[config.mk]
export PLATFORM = sky130hd
export DESIGN_NAME = mwrite_flat
export DESIGN_NICKNAME = d
export VERILOG_FILES = /design/src/rtl/mwrite_if.sv /design/src/rtl/mwrite.sv /design/src/flat_wrapper.sv
export SDC_FILE = /design/constraint.sdc
export NUM_CORES = 1
export LEC_CHECK = 0
export CORE_AREA = 2 2 145 147
export CTS_CLUSTER_SIZE = 8
export DETAILED_ROUTE_END_ITERATION = 6
export DIE_AREA = 0 0 147 149
export PLACE_DENSITY = 0.81
export SKIP_CTS_REPAIR_TIMING = 1
export SYNTH_ARGS = -nofsm -noshare
export SYNTH_HDL_FRONTEND = slang
export SYNTH_SLANG_ARGS = --single-unit
[constraint.sdc]
create_clock -name CLK -period 2.85 [get_ports CLK]
set_clock_uncertainty 0.15 [all_clocks]
set_input_delay 0.7125 -clock CLK [delete_from_list [all_inputs] [get_ports CLK]]
set_output_delay 0.7125 -clock CLK [all_outputs]
set_load 0.02 [all_outputs]
[src/rtl/mwrite_if.sv]
// Store bus between the mwrite stage (master) and the MMU (slave).
// Handshake: DATA_WREN high means the store is offered. WADDR/WDATA are stable while it is offered,
// and the store transfers on the first rising edge where DATA_WREN and DATA_WREADY are both high.
interface mwrite_if;
    logic        DATA_WREN;
    logic [31:0] DATA_WADDR;
    logic [31:0] DATA_WDATA;
    logic        DATA_WREADY;

    modport master (
        output DATA_WREN,
        output DATA_WADDR,
        output DATA_WDATA,
        input  DATA_WREADY
    );

    modport slave (
        input  DATA_WREN,
        input  DATA_WADDR,
        input  DATA_WDATA,
        output DATA_WREADY
    );
endinterface

[src/rtl/mwrite.sv]
// Memory-write pipeline stage. It captures the read-stage results and performs the store to the MMU,
// with a bounded wait. It stalls upstream while a store is in flight.
module mwrite #(
    parameter int unsigned TIMEOUT = 255
) (
    input  logic        CLK,
    input  logic        RST,
    input  logic        FLUSH,
    input  logic        MEM_WAIT,
    input  logic [4:0]  MEMR_REG_W_RD,
    input  logic [31:0] MEMR_REG_W_DATA,
    input  logic [11:0] MEMR_CSR_W_ADDR,
    input  logic [31:0] MEMR_CSR_W_DATA,
    input  logic        MEMR_MEM_W_VALID,
    input  logic [31:0] MEMR_MEM_W_ADDR,
    input  logic [3:0]  MEMR_MEM_W_STRB,
    input  logic [31:0] MEMR_MEM_W_DATA,
    input  logic        MEMR_JMP_DO,
    input  logic [31:0] MEMR_JMP_PC,
    mwrite_if.master    dbus,
    output logic        MEMW_BUSY,
    output logic        MEMW_WERR,
    output logic [4:0]  MEMW_REG_W_RD,
    output logic [31:0] MEMW_REG_W_DATA,
    output logic [11:0] MEMW_CSR_W_ADDR,
    output logic [31:0] MEMW_CSR_W_DATA,
    output logic        MEMW_JMP_DO,
    output logic [31:0] MEMW_JMP_PC
);

    localparam int unsigned CW = (TIMEOUT > 1) ? $clog2(TIMEOUT) : 1;
    localparam logic [CW-1:0] TO_LAST = CW'((TIMEOUT == 0) ? 0 : TIMEOUT - 1);

    typedef enum logic {
        IDLE  = 1'b0,
        WRITE = 1'b1
    } state_t;

    state_t      state_q, state_d;
    logic [CW-1:0] cnt_q, cnt_d;
    logic        werr_q, werr_d;
    logic [4:0]  rd_q, rd_d;
    logic [31:0] rdata_q, rdata_d;
    logic [11:0] csr_addr_q, csr_addr_d;
    logic [31:0] csr_data_q, csr_data_d;
    logic [31:0] waddr_q, waddr_d;
    logic [31:0] wdata_q, wdata_d;
    logic        jmp_do_q, jmp_do_d;
    logic [31:0] jmp_pc_q, jmp_pc_d;

    // Strobe is informational (data arrives pre-merged) and the address is word-aligned on output.
    logic unused_bits;
    assign unused_bits = ^{MEMR_MEM_W_STRB, waddr_q[1:0]};

    always_comb begin
        state_d    = state_q;
        cnt_d      = cnt_q;
        werr_d     = 1'b0;
        rd_d       = rd_q;
        rdata_d    = rdata_q;
        csr_addr_d = csr_addr_q;
        csr_data_d = csr_data_q;
        waddr_d    = waddr_q;
        wdata_d    = wdata_q;
        jmp_do_d   = jmp_do_q;
        jmp_pc_d   = jmp_pc_q;

        case (state_q)
            IDLE: begin
                if (!MEM_WAIT) begin
                    if (FLUSH) begin
                        rd_d       = '0;
                        rdata_d    = '0;
                        csr_addr_d = '0;
                        csr_data_d = '0;
                        waddr_d    = '0;
                        wdata_d    = '0;
                        jmp_do_d   = 1'b0;
                        jmp_pc_d   = '0;
                    end else begin
                        rd_d       = MEMR_REG_W_RD;
                        rdata_d    = MEMR_REG_W_DATA;
                        csr_addr_d = MEMR_CSR_W_ADDR;
                        csr_data_d = MEMR_CSR_W_DATA;
                        waddr_d    = MEMR_MEM_W_ADDR;
                        wdata_d    = MEMR_MEM_W_DATA;
                        jmp_do_d   = MEMR_JMP_DO;
                        jmp_pc_d   = MEMR_JMP_PC;
                        if (MEMR_MEM_W_VALID) begin
                            state_d = WRITE;
                            cnt_d   = '0;
                        end
                    end
                end
            end
            WRITE: begin
                // The store is committed, so neither MEM_WAIT nor FLUSH stops the handshake.
                if (dbus.DATA_WREADY) begin
                    state_d = IDLE;
                end else if ((TIMEOUT != 0) && (cnt_q == TO_LAST)) begin
                    state_d = IDLE;
                    werr_d  = 1'b1;
                end else begin
                    cnt_d = cnt_q + 1'b1;
                end
                if (FLUSH && !MEM_WAIT) begin
                    rd_d       = '0;
                    rdata_d    = '0;
                    csr_addr_d = '0;
                    csr_data_d = '0;
                    jmp_do_d   = 1'b0;
                    jmp_pc_d   = '0;
                end
            end
            default: state_d = IDLE;
        endcase
    end

    always_ff @(posedge CLK) begin
        if (RST) begin
            state_q    <= IDLE;
            cnt_q      <= '0;
            werr_q     <= 1'b0;
            rd_q       <= '0;
            rdata_q    <= '0;
            csr_addr_q <= '0;
            csr_data_q <= '0;
            waddr_q    <= '0;
            wdata_q    <= '0;
            jmp_do_q   <= 1'b0;
            jmp_pc_q   <= '0;
        end else begin
            state_q    <= state_d;
            cnt_q      <= cnt_d;
            werr_q     <= werr_d;
            rd_q       <= rd_d;
            rdata_q    <= rdata_d;
            csr_addr_q <= csr_addr_d;
            csr_data_q <= csr_data_d;
            waddr_q    <= waddr_d;
            wdata_q    <= wdata_d;
            jmp_do_q   <= jmp_do_d;
            jmp_pc_q   <= jmp_pc_d;
        end
    end

    assign MEMW_BUSY       = (state_q == WRITE);
    assign MEMW_WERR       = werr_q;
    assign dbus.DATA_WREN  = (state_q == WRITE);
    assign dbus.DATA_WADDR = {waddr_q[31:2], 2'b00};
    assign dbus.DATA_WDATA = wdata_q;
    assign MEMW_REG_W_RD   = rd_q;
    assign MEMW_REG_W_DATA = rdata_q;
    assign MEMW_CSR_W_ADDR = csr_addr_q;
    assign MEMW_CSR_W_DATA = csr_data_q;
    assign MEMW_JMP_DO     = jmp_do_q;
    assign MEMW_JMP_PC     = jmp_pc_q;

endmodule

[src/flat_wrapper.sv]
// flat-port wrapper written by rule: the top's interface ports become plain ports
module mwrite_flat 
#(
    parameter int unsigned TIMEOUT = 255
)
  (CLK, RST, FLUSH, MEM_WAIT, MEMR_REG_W_RD, MEMR_REG_W_DATA, MEMR_CSR_W_ADDR, MEMR_CSR_W_DATA, MEMR_MEM_W_VALID, MEMR_MEM_W_ADDR, MEMR_MEM_W_STRB, MEMR_MEM_W_DATA, MEMR_JMP_DO, MEMR_JMP_PC, MEMW_BUSY, MEMW_WERR, MEMW_REG_W_RD, MEMW_REG_W_DATA, MEMW_CSR_W_ADDR, MEMW_CSR_W_DATA, MEMW_JMP_DO, MEMW_JMP_PC, dbus_DATA_WREN, dbus_DATA_WADDR, dbus_DATA_WDATA, dbus_DATA_WREADY);
  mwrite_if dbus_i ();
  input  logic CLK;
  input  logic RST;
  input  logic FLUSH;
  input  logic MEM_WAIT;
  input  logic [4:0] MEMR_REG_W_RD;
  input  logic [31:0] MEMR_REG_W_DATA;
  input  logic [11:0] MEMR_CSR_W_ADDR;
  input  logic [31:0] MEMR_CSR_W_DATA;
  input  logic MEMR_MEM_W_VALID;
  input  logic [31:0] MEMR_MEM_W_ADDR;
  input  logic [3:0] MEMR_MEM_W_STRB;
  input  logic [31:0] MEMR_MEM_W_DATA;
  input  logic MEMR_JMP_DO;
  input  logic [31:0] MEMR_JMP_PC;
  output logic MEMW_BUSY;
  output logic MEMW_WERR;
  output logic [4:0] MEMW_REG_W_RD;
  output logic [31:0] MEMW_REG_W_DATA;
  output logic [11:0] MEMW_CSR_W_ADDR;
  output logic [31:0] MEMW_CSR_W_DATA;
  output logic MEMW_JMP_DO;
  output logic [31:0] MEMW_JMP_PC;
  output wire logic [$bits(dbus_i.DATA_WREN)-1:0] dbus_DATA_WREN;
  output wire logic [$bits(dbus_i.DATA_WADDR)-1:0] dbus_DATA_WADDR;
  output wire logic [$bits(dbus_i.DATA_WDATA)-1:0] dbus_DATA_WDATA;
  input wire logic [$bits(dbus_i.DATA_WREADY)-1:0] dbus_DATA_WREADY;
  assign dbus_DATA_WREN = dbus_i.DATA_WREN;
  assign dbus_DATA_WADDR = dbus_i.DATA_WADDR;
  assign dbus_DATA_WDATA = dbus_i.DATA_WDATA;
  assign dbus_i.DATA_WREADY = dbus_DATA_WREADY;
  mwrite #(.TIMEOUT(TIMEOUT)) u_core (.CLK(CLK), .RST(RST), .FLUSH(FLUSH), .MEM_WAIT(MEM_WAIT), .MEMR_REG_W_RD(MEMR_REG_W_RD), .MEMR_REG_W_DATA(MEMR_REG_W_DATA), .MEMR_CSR_W_ADDR(MEMR_CSR_W_ADDR), .MEMR_CSR_W_DATA(MEMR_CSR_W_DATA), .MEMR_MEM_W_VALID(MEMR_MEM_W_VALID), .MEMR_MEM_W_ADDR(MEMR_MEM_W_ADDR), .MEMR_MEM_W_STRB(MEMR_MEM_W_STRB), .MEMR_MEM_W_DATA(MEMR_MEM_W_DATA), .MEMR_JMP_DO(MEMR_JMP_DO), .MEMR_JMP_PC(MEMR_JMP_PC), .dbus(dbus_i), .MEMW_BUSY(MEMW_BUSY), .MEMW_WERR(MEMW_WERR), .MEMW_REG_W_RD(MEMW_REG_W_RD), .MEMW_REG_W_DATA(MEMW_REG_W_DATA), .MEMW_CSR_W_ADDR(MEMW_CSR_W_ADDR), .MEMW_CSR_W_DATA(MEMW_CSR_W_DATA), .MEMW_JMP_DO(MEMW_JMP_DO), .MEMW_JMP_PC(MEMW_JMP_PC));
endmodule
==> After elaboration in Yosys (flattened, before gate mapping) <==
Cells that the tools add are included.
{ "totals": {"output_inout_bits": 181, "input_bits": 188, "wordCells": 64, "regBits": 188} }
{ "op_classes": {"n_eq_ne": 7, "bitwise_logic": 2, "add_sub_neg": 1, "reduce_logical": 6, "muxes": 37} }
{ "op_table": {"columns": ["operator", "count"], "rows": [
  ["two-way mux 32 bit", 9],
  ["one-hot mux 32 bit (2 select lines)", 3],
  ["two-way mux 8 bit", 5],
  ["two-way mux 12 bit", 3],
  ["one-hot mux 12 bit (2 select lines)", 1],
  ["one-hot mux 8 bit (2 select lines)", 1],
  ["two-way mux 5 bit", 3],
  ["!= test 2 bit (second input constant)", 6],
  ["one-hot mux 5 bit (2 select lines)", 1],
  ["two-way mux 1 bit", 9],
  ["adder 8 x 1 -> 8 bit (second input constant)", 1],
  ["== test 8 bit (second input constant)", 1],
  ["AND reduction 5 bit", 1],
  ["one-hot mux 1 bit (2 select lines)", 2],
  ["AND reduction 2 bit", 2],
  ["OR reduction 3 bit", 1],
  ["inverter 1 bit", 2],
  ["logical AND 1 bit", 1],
  ["zero test 1 bit", 1]
]} }

==> Longest topological paths before layout <==
Gate-level depths: netlist of the first run.
{ "logic_depth": {"word_depth": 4, "mapped_depth": 7, "mapped_depth_nobuf": 6} }

==> Worst setup path before layout of the first run <==
OpenSTA, ideal clock, no wires.
{ "synth_timing": {"path_type": "input-to-reg", "start": "in FLUSH", "end": "reg u_core.cnt_q[5]", "t_arrival_ns": 1.839, "path_slack_ns": 0.791, "n_path_buf": 0, "path_stages": 4, "t_required_ns": 2.630, "setup_time_ns": 0.070, "path_cell_list": "nor4b_2 -> o221ai_1 -> or4_1 -> a21oi_1"} }
{ "synth_between": {"elab_chain_len": 2} }
{ "synth_rtl": {"columns": ["element", "line", "text"], "rows": [
  ["start, declared", "flat_wrapper.sv:10", "input logic FLUSH;"],
  ["!= test 2 bit (no source line)", null, null],
  ["AND reduction 5 bit (no source line)", null, null],
  ["end signal, assigned", "mwrite.sv:134", "cnt_q <= cnt_d;"],
  ["end, declared", "mwrite.sv:40", "logic [CW-1:0] cnt_q, cnt_d;"]
]} }
No other way between the ends.
A chain may end at the register's enable or synchronous reset.

==> Final worst setup path of the first run <==
{ "layout_timing": {"start": "reg u_core.state_q, in the netlist u_core.MEMW_BUSY", "end": "out MEMW_BUSY"} }
{ "layout_rtl": {"columns": ["element", "line", "text"], "rows": [
  ["start, declared", "mwrite.sv:39", "state_t state_q, state_d;"],
  ["start signal, assigned", "mwrite.sv:133", "state_q <= state_d;"],
  ["end, declared", "flat_wrapper.sv:22", "output logic MEMW_BUSY;"]
]} }
No word-level cell between the ends.

==> run summary, run 1 <==
- result of the run: finished clean
- diodes inserted: 0
- unrepaired setup endpoints after global routing: no
- Netlist cell types: 33
- worst-skew pair later-pin latency: 0.42 ns
- crit-path cells: clkdlybuf4s50_1
- kind of end point of the critical path: primary output
- proportion of synthesized chip area in sequential cells: 57.4%
- type of origin of the critical path: flip-flop
- # H-tree levels: 4
- count of buffers inserted at the top-level ports: 360
- relative slew slack: 54.8%
- Static Leakage: 3.95 nW
- cell count after placement: 1,311
- category of the critical setup timing path: flip-flop to primary output
- Initial DRT Pass Iterations: 6
- minimum period implied by the final worst setup slack: 2.34 ns
- delay of the slowest cell on the worst path: 0.64 ns
- core area: 20,600 sq um
- number of endpoints with negative hold slack in the final report: 0
- total track usage: 18.7%
- max-cap viol count: 0
- total wire length: 21.5 mm
- Clock Root Buffer: sky130_fd_sc_hd__clkbuf_16
- DIE AREA: 21,900 sq um
- Final Instance Count excl. Fillers: 1,343
- global placement routability congestion: 0.773
- crit path DAT: 1.48 ns
- global-route wire length before repair: 32.7 mm
- final period utilization: 82.0%
- aggregate negative setup slack: 0 ns
- data required time of the critical path: 1.99 ns
- slew at the pin closest to its max-slew limit: 0.678 ns
- drt first-iter violations: 379
- number of endpoints failing setup at the final stage: 0
- Max Freq: 0.428 GHz
- CTS sink cnt: 186
- num ports: 369
- Vias: 6,563
- ratio of total power to cell area: 548 nW/um^2
- per-instance average area after synthesis: 8.97 sq um
- Mapped Cells: 723
- total congestion overflow after global routing: 0
- Bufs on Longest Clock Path: 2
- TritonCTS clock tree: built
- clock buffers created by TritonCTS: 17
- number of vias per cell after detailed routing: 4.89
- Tightest Hold Check Type: flip-flop to flip-flop
- Largest delay share family, worst path: buffers and inverters
- Area growth syn-to-layout: 69.9%
- number of buffer and inverter stages on the critical path: 1
- critical-path maximum fanout: 5
- number of slew-limit violations in the final report: 0
- Routed Antenna Nets: 0
- count of synthesis-stage warnings from yosys: 0
- effective utilization at floorplan: 31.5%
- pin count of the biggest net entering global routing: 98
- DRC errors left: 0
- fraction of final layout cells sized beyond drive strength 1: 5.71%
- routed len/inst: 16.0 um
- maximum vdd drop: 376 uV
- row count: 53
- vias in the first global route: 6,314
- number of synthesized register bits: 186
- clock input transition at the sequential cells of the worst setup and hold paths: 0.07 ns
- post-synth design cell area: 6480 sq um
- slowest cell on the critical path: sky130_fd_sc_hd__clkdlybuf4s50_1
- nets: 1,245
- number of antenna violations at the first check in global routing: 1
- hpwl dp: 15.1 mm
- width of the chip: 147 um
- Vert. Die Dim: 149 um
==> through the flow <==
| stage | cell area [sq um] | hold slack, ns | util [%] | total power, mW | setup slack, ns |
|---|---|---|---|---|---|
| 5_1_grt | 11000 | 0.317 | 53.6 | 6.29 | 0.441 |
| 3_5_place_dp | 10400 | 0.293 | 50.7 | 3.74 | 0.198 |
| 6_report | 11000 | 0.301 | 53.6 | 6.04 | 0.512 |
| 2_1_floorplan | 6490 | 0.286 | - | 3.19 | 0.791 |
| 4_1_cts | 11000 | 0.303 | 53.6 | 6.12 | 0.480 |
| 3_3_place_gp | 10400 | 0.288 | 50.7 | 3.73 | 0.226 |
==> path summary, 6_finish.rpt <==
check	from	endpoint	slack [ns]	cells after the start
worst min-delay path	u_core.waddr_q[12]	u_core.waddr_q[12]	0.30	2
worst max register to register	u_core.MEMW_BUSY	u_core.cnt_q[5]	0.81	5
worst min register to register	u_core.waddr_q[12]	u_core.waddr_q[12]	0.30	2
worst max-delay path	u_core.MEMW_BUSY	MEMW_BUSY	0.51	1
==> worst reg2reg max path: stages, from the launching register on <==
cell	delay [ns]
sky130_fd_sc_hd__dfxtp_1	0.36
sky130_fd_sc_hd__buf_4	0.20
sky130_fd_sc_hd__nor4b_2	0.34
sky130_fd_sc_hd__o221ai_1	0.26
sky130_fd_sc_hd__or4_1	0.51
sky130_fd_sc_hd__a21oi_1	0.15
==> synth_stat cells <==
library cell / number / area share (%)
sky130_fd_sc_hd__nand2_1: 69 / 4.0
sky130_fd_sc_hd__o22ai_1: 1 / 0.097
sky130_fd_sc_hd__ha_1: 2 / 0.39
sky130_fd_sc_hd__and3_1: 1 / 0.097
sky130_fd_sc_hd__o21ai_1: 4 / 0.31
sky130_fd_sc_hd__or4_1: 3 / 0.35
sky130_fd_sc_hd__nor2_2: 1 / 0.097
sky130_fd_sc_hd__nand3b_1: 1 / 0.12
sky130_fd_sc_hd__buf_1: 5 / 0.29
sky130_fd_sc_hd__o221ai_1: 1 / 0.14
sky130_fd_sc_hd__clkbuf_1: 42 / 2.4
sky130_fd_sc_hd__conb_1: 1 / 0.058
sky130_fd_sc_hd__o21a_1: 2 / 0.23
sky130_fd_sc_hd__a22oi_1: 114 / 13
sky130_fd_sc_hd__nor2b_1: 1 / 0.097
sky130_fd_sc_hd__nand3_1: 65 / 5.0
sky130_fd_sc_hd__inv_1: 3 / 0.17
sky130_fd_sc_hd__or2_1: 1 / 0.097
sky130_fd_sc_hd__nor3_1: 1 / 0.077
sky130_fd_sc_hd__a21o_1: 2 / 0.23
sky130_fd_sc_hd__o221a_1: 1 / 0.17
sky130_fd_sc_hd__or3_1: 1 / 0.097
sky130_fd_sc_hd__inv_2: 1 / 0.058
sky130_fd_sc_hd__nor4_1: 1 / 0.097
sky130_fd_sc_hd__buf_2: 19 / 1.5
sky130_fd_sc_hd__a32o_1: 1 / 0.15
sky130_fd_sc_hd__nor2_1: 118 / 6.8
sky130_fd_sc_hd__o221a_2: 1 / 0.17
sky130_fd_sc_hd__nor4b_2: 1 / 0.23
sky130_fd_sc_hd__a21oi_1: 68 / 5.3
sky130_fd_sc_hd__buf_4: 3 / 0.35
sky130_fd_sc_hd__nand4_1: 2 / 0.19
sky130_fd_sc_hd__dfxtp_1: 186 / 57
==> flip-flops by register name, summed over array words and instances, names as in the netlist <==
register / cells
u_core.MEMW_REG_W_RD: 5
u_core.MEMW_CSR_W_ADDR: 12
u_core.cnt_q: 8
u_core.MEMW_CSR_W_DATA: 32
u_core.dbus.DATA_WDATA: 32
u_core.MEMW_JMP_PC: 32
u_core.MEMW_REG_W_DATA: 32
u_core.waddr_q: 30
u_core.MEMW_JMP_DO: 1
u_core.MEMW_BUSY: 1
u_core.MEMW_WERR: 1
==> final cells by class <==
type | count | area, sq um
clock buffer | 18 | 439
clock inverter | 14 | 149
fill | 1855 | 9540
inverter | 4 | 15.0
multi-input combinational | 465 | 2470
sequential | 186 | 3720
tap | 275 | 344
timing repair buffer | 381 | 3870
==> cells by family (layout without fill, tap and decap cells) <==
family	after synthesis	after routing	synth area share, %
compound gates	195	195	20.0
other cells	1	2	0.0578
buf+inv	73	417	4.77
flops	186	186	57.4
fa+ha+maj	2	2	0.386
simple gates	266	266	17.4
==> metal layers <==
metal,vias up,track usage (%),routed length (um)
met5,-,0,12
met1,3063,21.7,8600
met3,40,6.94,1850
li1,3189,-,-
met4,2,6.49,531
met2,269,31.9,10500
==> report_power, final <==
| group | switching, mW | internal, mW | leakage [nW] |
|---|---|---|---|
| Sequential | 0.0513 | 2.70 | 1.52 |
| Combinational | 0.438 | 0.495 | 2.16 |
| Clock | 1.16 | 1.19 | 0.278 |
==> layout by cell type (no fill, tap or decap), types with 2 or more instances in the layout <==
cell	instances
sky130_fd_sc_hd__a21oi_1	68
sky130_fd_sc_hd__nand3_1	65
sky130_fd_sc_hd__o21ai_1	4
sky130_fd_sc_hd__inv_6	4
sky130_fd_sc_hd__nor2_1	117
sky130_fd_sc_hd__conb_1	2
sky130_fd_sc_hd__o21a_1	2
sky130_fd_sc_hd__or4_1	3
sky130_fd_sc_hd__nor2_4	2
sky130_fd_sc_hd__inv_1	3
sky130_fd_sc_hd__dfxtp_1	186
sky130_fd_sc_hd__buf_12	9
sky130_fd_sc_hd__a22oi_1	114
sky130_fd_sc_hd__clkinvlp_4	3
sky130_fd_sc_hd__clkdlybuf4s50_1	359
sky130_fd_sc_hd__buf_4	13
sky130_fd_sc_hd__inv_8	3
sky130_fd_sc_hd__nand4_1	2
sky130_fd_sc_hd__clkinv_8	3
sky130_fd_sc_hd__nand2_1	69
sky130_fd_sc_hd__ha_1	2
sky130_fd_sc_hd__clkbuf_16	17
(Power assumes the default switching activity.)
==> inputs of run 2 (changes only) <==
CORE_AREA = 2 2 142 144   (was 2 2 145 147)
DIE_AREA = 0 0 144 146   (was 0 0 147 149)
PLACE_DENSITY = 0.86   (was 0.81)
clock period = 2.1 ns   (was 2.85 ns; I/O delays follow)
==> run summary, run 2 (synthesis gave the netlist of run 1 again) <==
- clock input transition at the sequential cells of the worst setup and hold paths: 0.07 ns, about the same
- commonest non-fill, non-tap cells in the layout: sky130_fd_sc_hd__clkdlybuf4s50_1 (292), sky130_fd_sc_hd__dfxtp_1 (185), sky130_fd_sc_hd__nor2_1 (117), was sky130_fd_sc_hd__clkdlybuf4s50_1 (359), sky130_fd_sc_hd__dfxtp_1 (186), sky130_fd_sc_hd__nor2_1 (117)
- launch instance of the worst min-delay path: u_core.waddr_q[10], was u_core.waddr_q[12]
- clock buffers created by TritonCTS: 17, unchanged
- kind of end point of the critical path: primary output, unchanged
- FF+latch area: 3720 sq um, about the same
- unrepaired setup endpoints after global routing: no, unchanged
- Final Instance Count excl. Fillers: 1,348, was 1,343
- met3 layer wire length in the routed design: 1.81 mm, was 1.85 mm
- Max Freq: 0.485 GHz
- drt first-iter violations: 385, was 379
- standard cell area after detailed placement: 10,600 sq um, was 10,400 sq um
- ratio of total power to cell area: 721 nW/um^2, was 548 nW/um^2
- pin count of the biggest net entering global routing: 79, was 98
- startpoint of the most critical register-to-register path: u_core.cnt_q[0], was u_core.MEMW_BUSY
- most common cell after layout, fill and taps aside: sky130_fd_sc_hd__clkdlybuf4s50_1, unchanged
- Critical Path Source: u_core.MEMW_JMP_PC[25], was u_core.MEMW_BUSY
- global-route wire length before repair: 33.2 mm, was 32.7 mm
- slowest cell on the critical path: sky130_fd_sc_hd__clkdlybuf4s50_1, unchanged
- width of the chip: 144 um, was 147 um
- smallest setup slack after layout: 0.0390 ns, was 0.512 ns
- number of antenna violations at the first check in global routing: 0, was 1
- worst-skew pair later-pin latency: 0.41 ns, was 0.42 ns
- fraction of final layout cells sized beyond drive strength 1: 7.11%, was 5.71%
- DRC errors left: 0, unchanged
- Static Leakage: 5.20 nW, was 3.95 nW
- DIE AREA: 21,000 sq um, was 21,900 sq um
- # H-tree levels: 4, unchanged
- final period utilization: 98.1%
- total wire length: 22.0 mm, was 21.5 mm
- number of endpoints failing setup at the final stage: 0, unchanged
- category of the critical setup timing path: flip-flop to primary output, unchanged
- TritonCTS clock tree: built, unchanged
- core area: 19,300 sq um, was 20,600 sq um
- worst hold margin: 0.299 ns, was 0.301 ns
- Area growth syn-to-layout: 74.8%, was 69.9%
- maximum vdd drop: 587 uV, was 376 uV
- Tightest Hold Check Type: flip-flop to flip-flop, unchanged
- count of buffers inserted at the top-level ports: 360, unchanged
- cell count after placement: 1,317, was 1,311
- Routed Antenna Nets: 0, unchanged
- Finished Core Util: 58.6%, was 53.6%
- crit path DAT: 1.39 ns, was 1.48 ns
- delay of the slowest cell on the worst path: 0.63 ns, was 0.64 ns
- nets: 1,261, was 1,245
- minimum period implied by the final worst setup slack: 2.06 ns
- effective utilization at floorplan: 33.5%, was 31.5%
- max-cap viol count: 0, unchanged
- DRT met1 WL: 8.46 mm, was 8.60 mm
- row count: 51, was 53
- aggregate negative setup slack: 0 ns, unchanged
- area of combinational cells with multiple inputs: 2480 sq um, was 2470 sq um
- Bufs on Longest Clock Path: 2, unchanged
- cell area after layout: 11,300 sq um, was 11,000 sq um
- number of endpoints with negative hold slack in the final report: 0, unchanged
- data required time of the critical path: 1.42 ns, was 1.99 ns
- global placement routability congestion: 0.819, was 0.773
- power consumption: 8.17 mW, was 6.04 mW
- total track usage: 19.9%, was 18.7%
- number of vias per cell after detailed routing: 4.96, was 4.89
- met2 wirelength from detailed routing: 11.1 mm, was 10.5 mm
- vias in the first global route: 6,521, was 6,314
- Largest delay share family, worst path: buffers and inverters, unchanged
- result of the run: finished clean, unchanged
- routed len/inst: 16.3 um, was 16.0 um
- type of origin of the critical path: flip-flop, unchanged
- diodes inserted: 0, unchanged
- Clock Root Buffer: sky130_fd_sc_hd__clkbuf_16, unchanged
- number of buffer and inverter stages on the critical path: 1, unchanged
- Initial DRT Pass Iterations: 5, was 6
- crit-path cells: clkdlybuf4s50_1, unchanged
- num ports: 369, unchanged
- critical-path maximum fanout: 2, was 5
- worst slack at placement: -0.364 ns, was 0.198 ns
- uppermost metal layer occupied by signal nets: met4, was met5
- total congestion overflow after global routing: 0, unchanged
- number of slew-limit violations in the final report: 0, unchanged
- Filler Cell Count: 1,595, was 1,855
- CTS sink cnt: 186, unchanged
- Vias: 6,691, was 6,563
- Vert. Die Dim: 146 um, was 149 um
- hpwl dp: 15.9 mm, was 15.1 mm
==> run 2: cell types whose count changed in the layout (fill, tap and decap cells not counted), moves of 2 or more <==
| cell | before | now |
|---|---|---|
| sky130_fd_sc_hd__dlymetal6s2s_1 | 0 | 67 |
| sky130_fd_sc_hd__clkinv_8 | 3 | 0 |
| sky130_fd_sc_hd__buf_12 | 9 | 13 |
| sky130_fd_sc_hd__buf_4 | 13 | 25 |
| sky130_fd_sc_hd__inv_6 | 4 | 2 |
| sky130_fd_sc_hd__clkdlybuf4s50_1 | 359 | 292 |
| sky130_fd_sc_hd__clkinvlp_4 | 3 | 5 |
==> run 2: final cells by class <==
cell class | count | area share (%)
clock buffers | 18 | 3.79
clock inverters | 13 | 1.23
flip-flops and latches | 186 | 32.9
multi-input cells | 465 | 21.9
well taps | 265 | 2.93
inverters | 4 | 0.133
repair buffers | 397 | 37.2
==> run 2: metal layers <==
metal,up-vias,GRT usage [%]
li1,3218,-
met1,3144,22.4
met2,289,34.1
met3,40,6.25
met4,0,8.73
met5,-,0
==> run 2: worst paths after layout <==
path	to	depth (start not counted)	slack [ns]
worst max register to register	u_core.cnt_q[7]	6	0.27
worst min register to register	u_core.waddr_q[10]	2	0.30
worst min-delay path	u_core.waddr_q[10]	2	0.30
worst max-delay path	MEMW_JMP_PC[25]	1	0.04
==> run 2: power breakdown <==
group          internal (mW)  switching (mW)  total, mW
Sequential              3.66          0.0706       3.73
Clock                   1.67            1.47       3.14
Combinational          0.695           0.604       1.30
